$ cat config.mk
export PLATFORM = sky130hd
export DESIGN_NAME = ov7670_stream_tx
export DESIGN_NICKNAME = d
export VERILOG_FILES = /design/src/rtl/ov7670_pkg.sv /design/src/rtl/ov7670_pattern_gen.sv /design/src/rtl/ov7670_stream_tx.sv
export SDC_FILE = /design/constraint.sdc
export NUM_CORES = 1
export LEC_CHECK = 0
export ABC_AREA = 1
export CORE_ASPECT_RATIO = 0.8
export CORE_UTILIZATION = 63
export DETAILED_ROUTE_END_ITERATION = 8
export DONT_BUFFER_PORTS = 1
export PLACE_DENSITY = 0.85
export SYNTH_ARGS = -nofsm -noshare
export SYNTH_HDL_FRONTEND = slang
export SYNTH_HIERARCHICAL = 1
export SYNTH_SLANG_ARGS = --single-unit
$ cat constraint.sdc
create_clock -name clk -period 1.98 [get_ports clk]
set_input_delay 0.396 -clock clk [delete_from_list [all_inputs] [get_ports clk]]
set_output_delay 0.396 -clock clk [all_outputs]
set_load 0.01 [all_outputs]
$ cat src/rtl/ov7670_pkg.sv
// Shared types and helpers for the OV7670 camera emulator.
package ov7670_pkg;

  typedef enum logic [2:0] {
    ST_IDLE   = 3'd0,
    ST_VSYNC  = 3'd1,
    ST_VBP    = 3'd2,
    ST_ACTIVE = 3'd3,
    ST_VFP    = 3'd4
  } state_e;

  typedef enum logic [1:0] {
    MODE_BARS  = 2'd0,
    MODE_GRAD  = 2'd1,
    MODE_SOLID = 2'd2,
    MODE_CHECK = 2'd3
  } mode_e;

  // Colour bars, left to right, as {R,G,B}
  localparam logic [11:0] BAR_RGB [8] = '{
    12'hFFF, 12'hFF0, 12'h0FF, 12'h0F0,
    12'hF0F, 12'hF00, 12'h00F, 12'h000
  };

  // RGB444 on the 8-bit bus: even byte carries R in the low nibble, odd byte carries {G,B}
  function automatic logic [7:0] pack_byte(input logic [11:0] rgb, input logic odd);
    return odd ? rgb[7:0] : {4'h0, rgb[11:8]};
  endfunction

endpackage

$ cat src/rtl/ov7670_pattern_gen.sv
// Combinational test-pattern colour for one pixel position.
module ov7670_pattern_gen
  import ov7670_pkg::*;
#(
  parameter int H_ACTIVE = 160,
  parameter int XW       = 8
) (
  input  logic [XW-1:0] x_i,
  input  logic [3:0]    y_i,
  input  logic [3:0]    frame_cnt_i,
  input  mode_e         mode_i,
  input  logic [11:0]   solid_i,
  output logic [11:0]   rgb_o
);

  localparam int BAR_W = H_ACTIVE / 8;

  logic [2:0] bar_idx;

  // Select the colour for the latched pattern mode
  always_comb begin
    bar_idx = 3'(x_i / XW'(BAR_W));
    rgb_o   = 12'h000;
    case (mode_i)
      MODE_BARS:  rgb_o = BAR_RGB[bar_idx];
      MODE_GRAD:  rgb_o = {x_i[3:0], y_i, frame_cnt_i};
      MODE_SOLID: rgb_o = solid_i;
      MODE_CHECK: rgb_o = (x_i[3] ^ y_i[3] ^ frame_cnt_i[0]) ? 12'hFFF : 12'h000;
      default:    rgb_o = 12'h000;
    endcase
  end

endmodule

$ cat src/rtl/ov7670_stream_tx.sv
// OV7670 sensor emulator: pclk divider, frame FSM and line/column counters.
// All sensor-side signals change only on the clk edge where pclk falls, so
// they are stable across each pclk rising edge seen by the capture logic.
module ov7670_stream_tx
  import ov7670_pkg::*;
#(
  parameter int H_ACTIVE    = 160,
  parameter int V_ACTIVE    = 120,
  parameter int H_BLANK     = 16,
  parameter int VSYNC_LINES = 3,
  parameter int V_BP        = 2,
  parameter int V_FP        = 2
) (
  input  logic        clk,
  input  logic        reset,
  input  logic        enable,
  input  logic [1:0]  mode,
  input  logic [11:0] solid_rgb,
  output logic        pclk,
  output logic        vsync,
  output logic        href,
  output logic [7:0]  d,
  output logic        busy,
  output logic        frame_done,
  output logic [7:0]  frame_cnt
);

  localparam int L      = 2 * H_ACTIVE + H_BLANK;
  localparam int COL_W  = $clog2(L);
  localparam int M_A    = (V_ACTIVE > VSYNC_LINES) ? V_ACTIVE : VSYNC_LINES;
  localparam int M_B    = (V_BP > V_FP) ? V_BP : V_FP;
  localparam int M_ALL  = (M_A > M_B) ? M_A : M_B;
  localparam int LINE_W = $clog2(M_ALL + 1);
  localparam int XW     = ($clog2(H_ACTIVE) > 4) ? $clog2(H_ACTIVE) : 4;

  localparam logic [COL_W-1:0]  COL_LAST = COL_W'(L - 1);
  localparam logic [COL_W-1:0]  HREF_END = COL_W'(2 * H_ACTIVE);
  localparam logic [LINE_W-1:0] VS_LAST  = LINE_W'(VSYNC_LINES - 1);
  localparam logic [LINE_W-1:0] VBP_LAST = LINE_W'(V_BP - 1);
  localparam logic [LINE_W-1:0] ACT_LAST = LINE_W'(V_ACTIVE - 1);
  localparam logic [LINE_W-1:0] VFP_LAST = LINE_W'(V_FP - 1);

  logic              pclk_q;
  state_e            state_q, state_d;
  logic [COL_W-1:0]  col_q, col_d;
  logic [LINE_W-1:0] line_q, line_d;
  mode_e             mode_q, mode_d;
  logic [11:0]       solid_q, solid_d;
  logic [7:0]        frame_cnt_q, frame_cnt_d;
  logic              frame_done_q, frame_done_d;

  logic              tick;
  logic [LINE_W-1:0] line_last;
  logic              href_w;
  logic [XW-1:0]     x_w;
  logic [3:0]        y_w;
  logic [11:0]       rgb_w;

  // The edge on which pclk goes 1 -> 0 is the only edge that advances the stream
  assign tick = pclk_q;

  // State register, pclk divider and counters
  always_ff @(posedge clk) begin
    if (reset) begin
      pclk_q       <= 1'b0;
      state_q      <= ST_IDLE;
      col_q        <= '0;
      line_q       <= '0;
      mode_q       <= MODE_BARS;
      solid_q      <= 12'h000;
      frame_cnt_q  <= 8'h00;
      frame_done_q <= 1'b0;
    end else begin
      pclk_q       <= ~pclk_q;
      state_q      <= state_d;
      col_q        <= col_d;
      line_q       <= line_d;
      mode_q       <= mode_d;
      solid_q      <= solid_d;
      frame_cnt_q  <= frame_cnt_d;
      frame_done_q <= frame_done_d;
    end
  end

  // Next-state logic: column/line walk, state sequencing and frame bookkeeping
  always_comb begin
    state_d      = state_q;
    col_d        = col_q;
    line_d       = line_q;
    mode_d       = mode_q;
    solid_d      = solid_q;
    frame_cnt_d  = frame_cnt_q;
    frame_done_d = 1'b0;

    case (state_q)
      ST_VSYNC:  line_last = VS_LAST;
      ST_VBP:    line_last = VBP_LAST;
      ST_ACTIVE: line_last = ACT_LAST;
      ST_VFP:    line_last = VFP_LAST;
      default:   line_last = '0;
    endcase

    if (tick) begin
      if (state_q == ST_IDLE) begin
        if (enable) begin
          state_d = ST_VSYNC;
          col_d   = '0;
          line_d  = '0;
          mode_d  = mode_e'(mode);
          solid_d = solid_rgb;
        end
      end else if (col_q != COL_LAST) begin
        col_d = col_q + 1'b1;
      end else begin
        col_d = '0;
        if (line_q != line_last) begin
          line_d = line_q + 1'b1;
        end else begin
          line_d = '0;
          case (state_q)
            ST_VSYNC:  state_d = ST_VBP;
            ST_VBP:    state_d = ST_ACTIVE;
            ST_ACTIVE: state_d = ST_VFP;
            ST_VFP: begin
              frame_done_d = 1'b1;
              frame_cnt_d  = frame_cnt_q + 1'b1;
              if (enable) begin
                // Back-to-back frame: pattern settings are re-sampled here
                state_d = ST_VSYNC;
                mode_d  = mode_e'(mode);
                solid_d = solid_rgb;
              end else begin
                state_d = ST_IDLE;
              end
            end
            default:   state_d = ST_IDLE;
          endcase
        end
      end
    end
  end

  assign href_w = (state_q == ST_ACTIVE) && (col_q < HREF_END);
  assign x_w    = XW'(col_q >> 1);
  assign y_w    = 4'(line_q);

  ov7670_pattern_gen #(
    .H_ACTIVE (H_ACTIVE),
    .XW       (XW)
  ) u_pattern_gen (
    .x_i         (x_w),
    .y_i         (y_w),
    .frame_cnt_i (frame_cnt_q[3:0]),
    .mode_i      (mode_q),
    .solid_i     (solid_q),
    .rgb_o       (rgb_w)
  );

  assign pclk       = pclk_q;
  assign vsync      = (state_q == ST_VSYNC);
  assign href       = href_w;
  assign d          = href_w ? pack_byte(rgb_w, col_q[0]) : 8'h00;
  assign busy       = (state_q != ST_IDLE);
  assign frame_done = frame_done_q;
  assign frame_cnt  = frame_cnt_q;

endmodule

Word-level counts from Yosys, hierarchy flattened
Memory sizes are Yosys's and may differ from the RTL's.
Cells that the tools add are included.
{ "word_totals": {"reg_bits": 43, "latchBits": 0, "ram_bits": 0, "mem_bits_ro": 96, "inputBits": 17, "out_inout_bits": 21, "elab_cells": 77, "n_memories": 1} }
{ "op_classes": {"n_addsub": 3, "multipliers": 0, "div": 1, "order_cmp": 2, "eq_ne": 12, "n_shift": 0, "muxes": 31, "bitwise": 7, "reduce_logical": 12} }
{ "memory_table": {"columns": ["name", "depth", "word_bits", "rd", "rd_ports_with_merged_regs", "write_ports", "line", "source"], "rows": [
  ["(name not given)", 8, 12, 1, 0, 0, "ov7670_pattern_gen.sv:25", "MODE_BARS: rgb_o = BAR_RGB[bar_idx];"]
]} }
{ "op_table": {"columns": ["operator", "count"], "rows": [
  ["12-bit two-way mux", 8],
  ["12-bit one-hot mux with 4 select lines", 1],
  ["7-bit two-way mux", 4],
  ["9-bit two-way mux", 3],
  ["7-bit one-hot mux with 3 select lines", 1],
  ["8-bit two-way mux", 2],
  ["3-bit two-way mux", 4],
  ["3-bit one-hot mux with 4 select lines", 1],
  ["2-bit two-way mux", 5],
  ["9-bit by 1-bit adder with 9-bit output (second input constant)", 1],
  ["9-bit < comparator (second input constant)", 1],
  ["9-bit != test (second input constant)", 1],
  ["8-bit by 1-bit adder with 8-bit output (second input constant)", 1],
  ["8-bit by 5-bit divider with 8-bit output (second input constant)", 1],
  ["4-bit AND reduction", 2],
  ["7-bit by 1-bit adder with 7-bit output (second input constant)", 1],
  ["7-bit != test", 1],
  ["3-bit by 2-bit equality test with 1-bit output (second input constant)", 2],
  ["2-bit != test (second input constant)", 3],
  ["5-bit AND reduction", 1],
  ["5-bit OR reduction", 1],
  ["2-bit equality test (second input constant)", 2],
  ["4-bit >= comparator (second input constant)", 1],
  ["1-bit inverter", 4],
  ["other kinds (14)", 16]
]} }

Logic depth before layout (Yosys ltp)
Gate-level depths: netlist of run 1.
{ "logic_depth": {"ltp_word": 8, "ltp_mapped": 16, "depth_no_buf": 16} }

Hierarchy
The synthesis of run 1 kept the hierarchy.
{ "by_module_without_submodules": {"columns": ["module", "instances", "cells_each", "area_each_um2", "seq_area_each_um2"], "rows": [
  ["ov7670_stream_tx", 1, 338, 2290.9, 860.8],
  ["ov7670_pattern_gen", 1, 97, 430.4, 0.0]
]} }

Least setup slack after synthesis of run 1
Ideal clock, no wire load.
{ "synth_path": {"path_kind": "register -> output", "startpoint": "reg col_q[6]", "endpoint": "out d[2]", "arrival_ns": 1.574, "t_required_ns": 1.584, "path_slack_ns": 0.010, "stages_incl_launch_ff": 17, "path_buffers": 0, "cell_sequence": "dfxtp_1 > inv_1 > nand3_1 > nand3_1 > nand2_1 > nand2_2 > inv_1 > nand2_1 > nand2_1 > inv_1 > nand2_1 > nand2_1 > nand2_1 > nand2_2 > nand2_1 > nand2_1 > a21oi_1"} }
{ "synth_between": {"elab_chain_len": 8, "elab_cells_between_ends": 10, "classes_between": "div: 1; order compare: 1; mux: 5; bitwise: 1; reduce/logical: 1; memory: 1"} }
{ "synth_rtl": {"columns": ["item", "line", "source"], "rows": [
  ["start, declared", "ov7670_stream_tx.sv:45", "logic [COL_W-1:0] col_q, col_d;"],
  ["start signal, assigned", "ov7670_stream_tx.sv:76", "col_q <= col_d;"],
  ["8-bit by 5-bit divider with 8-bit output", "ov7670_pattern_gen.sv:22", "bar_idx = 3'(x_i / XW'(BAR_W));"],
  ["3-bit inverter with 4-bit output (implied by the code)", "ov7670_pattern_gen.sv:25", null],
  ["memory read 8 x 12 bit", null, null],
  ["12-bit two-way mux (implied by the code) (2 in a row)", "ov7670_pattern_gen.sv:25", null],
  ["12-bit one-hot mux with 4 select lines", "ov7670_pattern_gen.sv:24", "case (mode_i)"],
  ["via rgb_w[2]", "ov7670_stream_tx.sv:57", "logic [11:0] rgb_w;"],
  ["8-bit two-way mux", "ov7670_pkg.sv:27", "return odd ? rgb[7:0] : {4'h0, rgb[11:8]};"],
  ["8-bit two-way mux", "ov7670_stream_tx.sv:162", "assign d = href_w ? pack_byte(rgb_w, col_q[0]) : 8'h00;"],
  ["end, declared", "ov7670_stream_tx.sv:22", "output logic [7:0] d,"]
]} }
The timed path passes the listed nets, and every way through them passes these cells. The select of a mux whose other input is x is not followed.

Worst setup path in the final report of run 1
{ "layout_path": {"startpoint": "reg col_q[7]", "endpoint": "out d[3]"} }
Same word-level chain as after synthesis.

==> impl_metrics.py, run 1 <==
metrics = {
    "cts": {
        "numCtsBuffers": 5,
        "cts_num_sinks": 43,
        "cts_max_path_buffers": 2,
        "clk_pin_slew_ps": 90,
        "cts_hold_buf": 0,
        "cts_tree": "done",
        "root_buffer": "clkbuf_8",
        "clkLatencyLatePin_ps": 310,
        "htreeDepth": 2,
    },
    "cells_and_area": {
        "instances_no_fill": 510,
        "drive_gt1_frac": 0.2066,
        "synthToLayoutAreaGrowth_pct": 14.48,
        "nNetsFinal": 474,
        "diodes": 0,
    },
    "worst_setup_path": {
        "path_class": "reg -> out",
        "arrival_ps": 1960,
        "worstSetupStartpointType": "flip-flop",
        "cp-end-kind": "output port",
        "path_max_fanout": 4,
        "required_ps": 1580,
    },
    "sta": {
        "tns_ps": -2428,
        "setup_viol": 8,
        "fin_ws_ps": -376.6,
        "report.final.hold_viol_count": 0,
        "finalClockSkew_ps": 7.897,
        "fin_crit_sh": 1.190,
        "finalMaxSlewViolations": 0,
        "tightest_slew_ps": 507.4,
        "fmaxAchievable_ghz": 0.4243,
        "fin_crit_ps": 2357,
        "rsz0062_at_grt": "true",
        "slew_headroom": 0.6592,
    },
    "global_route": {
        "first_global_vias": 2431,
        "grt_pass1_wl_mm": 10.76,
        "grtUsageTotal": 0.3142,
        "grt_max_degree": 22,
        "antenna_found_initial": 0,
        "grt-ovfl-total": 0,
    },
    "die": {
        "row_count": 20,
        "die_x_um": 75.48,
        "core_area_um2": 3954,
        "ios": 38,
        "die_area_um2": 4588,
        "initial_core_util": 0.6883,
        "die_y_um": 60.79,
    },
    "detailed_routing": {
        "vias": 2882,
        "drcViolationCount": 0,
        "wire_per_inst_um": 13.60,
        "antenna_left": 0,
        "firstDrtPassIters": 5,
        "drt_iter0_drc": 226,
        "wirelength_mm": 6.934,
        "vias_per_cell": 5.651,
    },
    "synthesis": {
        "syn_area_um2": 2721,
        "async_reset_ff_frac": 0,
        "synth_fp_nets": 455,
        "synthTopCellsByArea": "dfxtp_1 32%, nand2_1 16%, nor2_1 9.1%, inv_1 6.6%, nand4_1 5.1%",
        "synth_top_area_frac": 0.3163,
        "ys_seq_elements": 43,
        "syn_avg_cell_area_um2": 6.256,
        "yosysWarningCount": 6,
        "synth-edff-count": 0,
        "post_synth_inst_count": 435,
        "synth_most_common_cell": "nand2_1",
        "ys.flop_type": "dfxtp_1",
        "seq_area_frac_synth": 0.3163,
        "yosysTopAreaCell": "dfxtp_1",
        "synthTopCellsByCount": "114 x nand2_1, 66 x nor2_1, 48 x inv_1",
        "synth_cell_type_count": 34,
    },
    "placed_design": {
        "dpl.cell_count": 499,
        "port_buffers": 0,
        "hpwl_mm": 5.013,
        "gp_congestion": 0.9683,
    },
    "pwr": {
        "pwr_density_cell_nw_per_um2": 909.4,
        "ir_worst_vdd_v": 0.0006364,
        "p_leak_nw": 1.280,
    },
    "status": {
        "violations": "setup timing",
        "status": "finished, violations left",
    },
    "job": {
        "max_cap_viol_count": 0,
    },
    "min_path": {
        "hold_class": "in -> reg",
    },
}
[critical path, stage by stage (launching register included)]
cell and delay [ps]:
dfxtp_2 350, o21ai_1 130, nand2_1 130, nand3_2 100
nand2_2 80, nand2_4 100, inv_2 40, nand2_1 50
nand2_1 60, inv_2 80, nand3_1 70, inv_1 80
nand2_2 80, nand2_1 70, nand2_1 70, a21oi_2 180
[flip-flops by register name, indices dropped and copies added, names as in the netlist]
name        count
state_q         3
pclk            1
line_q          7
mode_q          2
frame_done      1
col_q           9
solid_q        12
frame_cnt       8
[cells by family after synthesis]
family                   after synthesis  share of synthesized area
XOR/XNOR                               2                   0.006438
buffers and inverters                 68                     0.1021
AND/OR/NAND/NOR                      268                     0.4607
AO/OA/AOI/OAI                         51                     0.1007
adder cells (fa/ha/maj)                3                    0.01379
flip-flops                            43                     0.3163
[what timing repair did]
action	CTS	global route
resized for setup	24	9
gates cloned	0	0
setup endpoints to repair	8	8
pin swaps	12	7
endpoints found under the hold margin	0	0
setup buffers	3	0
[cells in the final DEF (no fill, tap or decap), drive strengths merged]
| master | netlist | final |
|---|---|---|
| o22ai | 1 | 1 |
| clkinvlp | 0 | 1 |
| nand3 | 29 | 29 |
| nor3b | 4 | 4 |
| nand4 | 23 | 23 |
| ha | 3 | 3 |
| o211ai | 1 | 1 |
| xnor2 | 1 | 1 |
| nand2 | 124 | 124 |
| dfxtp | 43 | 43 |
| a21oi | 24 | 24 |
| buf | 5 | 22 |
| o2111ai | 1 | 1 |
| nor2 | 71 | 71 |
| inv | 58 | 59 |
| clkbuf | 5 | 5 |
| bufinv | 0 | 1 |
| or2 | 2 | 2 |
| xor2 | 1 | 1 |
| o21ai | 24 | 24 |
| nor4 | 1 | 1 |
| nor3 | 14 | 14 |
[worst paths after layout]
| path | from | to | slack (ps) | depth (start not counted) |
|---|---|---|---|---|
| hold / removal | reset | pclk | 140 | 1 |
| setup / recovery | col_q[7] | d[3] | -380 | 15 |
| setup reg to reg | col_q[1] | solid_q[11] | 160 | 11 |
| hold reg to reg | solid_q[10] | solid_q[10] | 500 | 2 |
[through the flow]
step	util	setup slack [ps]	area, um^2	hold WS [ps]	power (mW)
final	0.7880	-376.6	3115	136.0	2.833
after global routing	0.7880	-475.0	3115	135.8	2.989
after CTS	0.7788	-331.4	3079	132.1	2.807
after detailed placement	0.7272	-168.3	2875	466.5	2.079
after global placement	0.7272	-10.12	2875	464.4	2.052
after floorplan	-	10.00	2721	453.5	1.914
[cell type report]
class | count | area (um^2)
multi-input cells | 324 | 1673
flip-flops and latches | 43 | 869.6
fillers | 300 | 838.3
inverters | 58 | 220.2
repair buffers | 22 | 168.9
clock buffers | 5 | 68.82
well taps | 55 | 68.82
clock inverters | 3 | 46.29
[report_power, final]
| group | internal [mW] | leakage, nW | switching, mW |
|---|---|---|---|
| combinational | 0.315 | 0.873 | 0.737 |
| clock | 0.380 | 0.0548 | 0.344 |
| sequential | 0.954 | 0.351 | 0.103 |
[per-layer routing]
metal  part of all wire  wire length, um  global-route usage  up-vias
met1               0.45             3110              0.4113     1310
met2               0.46             3190              0.5204      122
met3              0.079              545             0.07309        9
met5                  0                0                   0        -
met4              0.013               87             0.09524        0
li1                   -                -                   -     1441
Note: power is estimated with default switching activity, not from simulation.
==> inputs of run 2 (changes only) <==
Settings changed: CAP_MARGIN set to 25, SETUP_SLACK_MARGIN set to 0.05.
==> run 2 against run 1 <==
  * The run still ends with setup timing left
  * Design area is 1.3% higher
  * Sequential power about the same
  * Hold slack better by 15 ps
  * Wire length up 1.8%
  * Total power is 1.8% higher
  * Via count increased by 2.4%
  * Largest cell class unchanged
==> impl_metrics.py, run 2 (same netlist as run 1, synthesis figures left out) <==
metrics = {
    "job": {
        "max_cap_viol_count": 0,
    },
    "cells_and_area": {
        "diodes": 0,
        "instances_no_fill": 510,
        "seqCellArea_um2": 872.1,
        "largest_reg_flops": 12,
        "final_cell_mix": "109 x nand2_1, 59 x nor2_1, 43 x inv_1",
        "nNetsFinal": 474,
        "final_common_cell": "nand2_1",
        "synthToLayoutAreaGrowth_pct": 15.95,
        "fillers": 317,
        "final_cell_area_um2": 3156,
        "top_register": "solid_q",
        "multiInputGateArea_um2": 1710,
        "drive_gt1_frac": 0.2220,
    },
    "detailed_routing": {
        "drt_iter0_drc": 266,
        "drcViolationCount": 0,
        "vias": 2952,
        "vias_per_cell": 5.788,
        "antenna_left": 0,
        "wirelength_mm": 7.056,
        "wire_per_inst_um": 13.84,
        "firstDrtPassIters": 5,
    },
    "sta": {
        "fin_ws_ps": -327.5,
        "finalClockSkew_ps": 2.091,
        "rsz0062_at_grt": "true",
        "finalMaxSlewViolations": 0,
        "setup_viol": 8,
        "report.final.hold_viol_count": 0,
        "fmaxAchievable_ghz": 0.4334,
        "fin_crit_ps": 2308,
        "slew_headroom": 0.6896,
        "fin_crit_sh": 1.165,
        "tightest_slew_ps": 462.1,
    },
    "worst_setup_path": {
        "timing.rr.end": "frame_cnt[4]",
        "cp-end-kind": "output port",
        "rrSetupSlack_ps": 150,
        "arrival_ps": 1910,
        "rr_startpoint": "col_q[8]",
        "critPathMostFrequentCell": "nand2_1",
        "cp_top_family": "simple AND/OR/NAND/NOR gates",
        "crit_chain": "buf_4 > nand3_2 > nand3_2 > nand2_2 > nand2_4 > a21oi_2 > nand2_2 > nand2_1 > nand2_1 > nand2_1 > nand2_2 > nand2_1 > nand2_1 > a21oi_2",
        "slowest_delay_ps": 340,
        "worst-path-buf-inv": 1,
        "r2r.worst_path.cells": 9,
        "path_class": "reg -> out",
        "required_ps": 1580,
        "path_max_fanout": 4,
        "cp_slowest_cell": "dfxtp_2",
        "worstSetupStartpointType": "flip-flop",
    },
    "die": {
        "die_x_um": 75.48,
        "initial_core_util": 0.6883,
        "die_area_um2": 4588,
        "core_area_um2": 3954,
        "die_y_um": 60.79,
        "ios": 38,
        "row_count": 20,
    },
    "pwr": {
        "p_leak_nw": 1.313,
        "power_mw": 2.885,
        "ir_worst_vdd_v": 0.0006343,
        "pwr_density_cell_nw_per_um2": 914.1,
    },
    "global_route": {
        "grt-ovfl-total": 0,
        "grt_max_degree": 16,
        "first_global_vias": 2454,
        "grtUsageTotal": 0.3175,
        "grt_pass1_wl_mm": 10.92,
        "antenna_found_initial": 0,
    },
    "cts": {
        "cts_tree": "done",
        "htreeDepth": 2,
        "cts_num_sinks": 43,
        "root_buffer": "clkbuf_8",
        "numCtsBuffers": 5,
        "cts_max_path_buffers": 2,
        "clkLatencyLatePin_ps": 290,
        "clk_pin_slew_ps": 80,
    },
    "status": {
        "status": "finished, violations left",
        "violations": "setup timing",
    },
    "placed_design": {
        "port_buffers": 0,
        "hpwl_mm": 4.939,
        "place_ws_ps": -62.75,
        "dpl.cell_count": 496,
        "dpl-instance-area_um2": 2868,
        "gp_congestion": 0.8928,
    },
    "min_path": {
        "min_to": "col_q[1]",
        "hold_depth": 1,
        "timing.hold.worst.start": "reset",
        "hold_class": "in -> reg",
    },
}
## run 2: area by class of cell
cell class | count | area share
Inverter | 58 | 0.07137
Tap cell | 55 | 0.02181
Sequential cell | 43 | 0.2764
Multi-Input combinational cell | 325 | 0.5420
Clock buffer | 6 | 0.02617
Clock inverter | 2 | 0.01229
Timing Repair Buffer | 21 | 0.04996
## run 2: stage by stage
stage / TNS (ps) / hold WS [ps] / util
2_1_floorplan: 0 / 453.5 / -
3_3_place_gp: 0 / 464.1 / 0.7253
3_5_place_dp: -207.6 / 468.2 / 0.7253
4_1_cts: -1303 / 152.3 / 0.7839
5_1_grt: -2265 / 138.0 / 0.7981
6_report: -1460 / 150.7 / 0.7981
## run 2: metal layers
layer / wire (um) / global-route usage / share of wire / up-vias
met5: 0 / 0 / 0 / -
met4: 161 / 0.1111 / 0.023 / 0
met3: 572 / 0.06977 / 0.081 / 25
met2: 3206 / 0.5013 / 0.45 / 152
met1: 3115 / 0.4322 / 0.44 / 1329
li1: - / - / - / 1446
## run 2: worst max-delay path by stage
stage	startpoint	end	slack, ps	depth (start not counted)
after floorplan	col_q[6]	d[2]	60	16
after global placement	col_q[8]	d[1]	40	12
after detailed placement	col_q[8]	d[2]	-60	12
after CTS	col_q[6]	d[2]	-290	13
after global routing	col_q[7]	d[2]	-420	16
final	col_q[7]	d[2]	-330	14
## run 2: what timing repair did
item,CTS,global route
gates resized for setup,28,15
buffers inserted,5,0
hold buffers,0,0
pin swaps,12,8
gates cloned,0,1
setup endpoints to repair,8,26
## run 2: power by group
group          switching [mW]  internal [mW]
Clock                   0.313          0.415
Sequential              0.100          0.954
Combinational           0.773          0.329
Total                    1.19           1.70
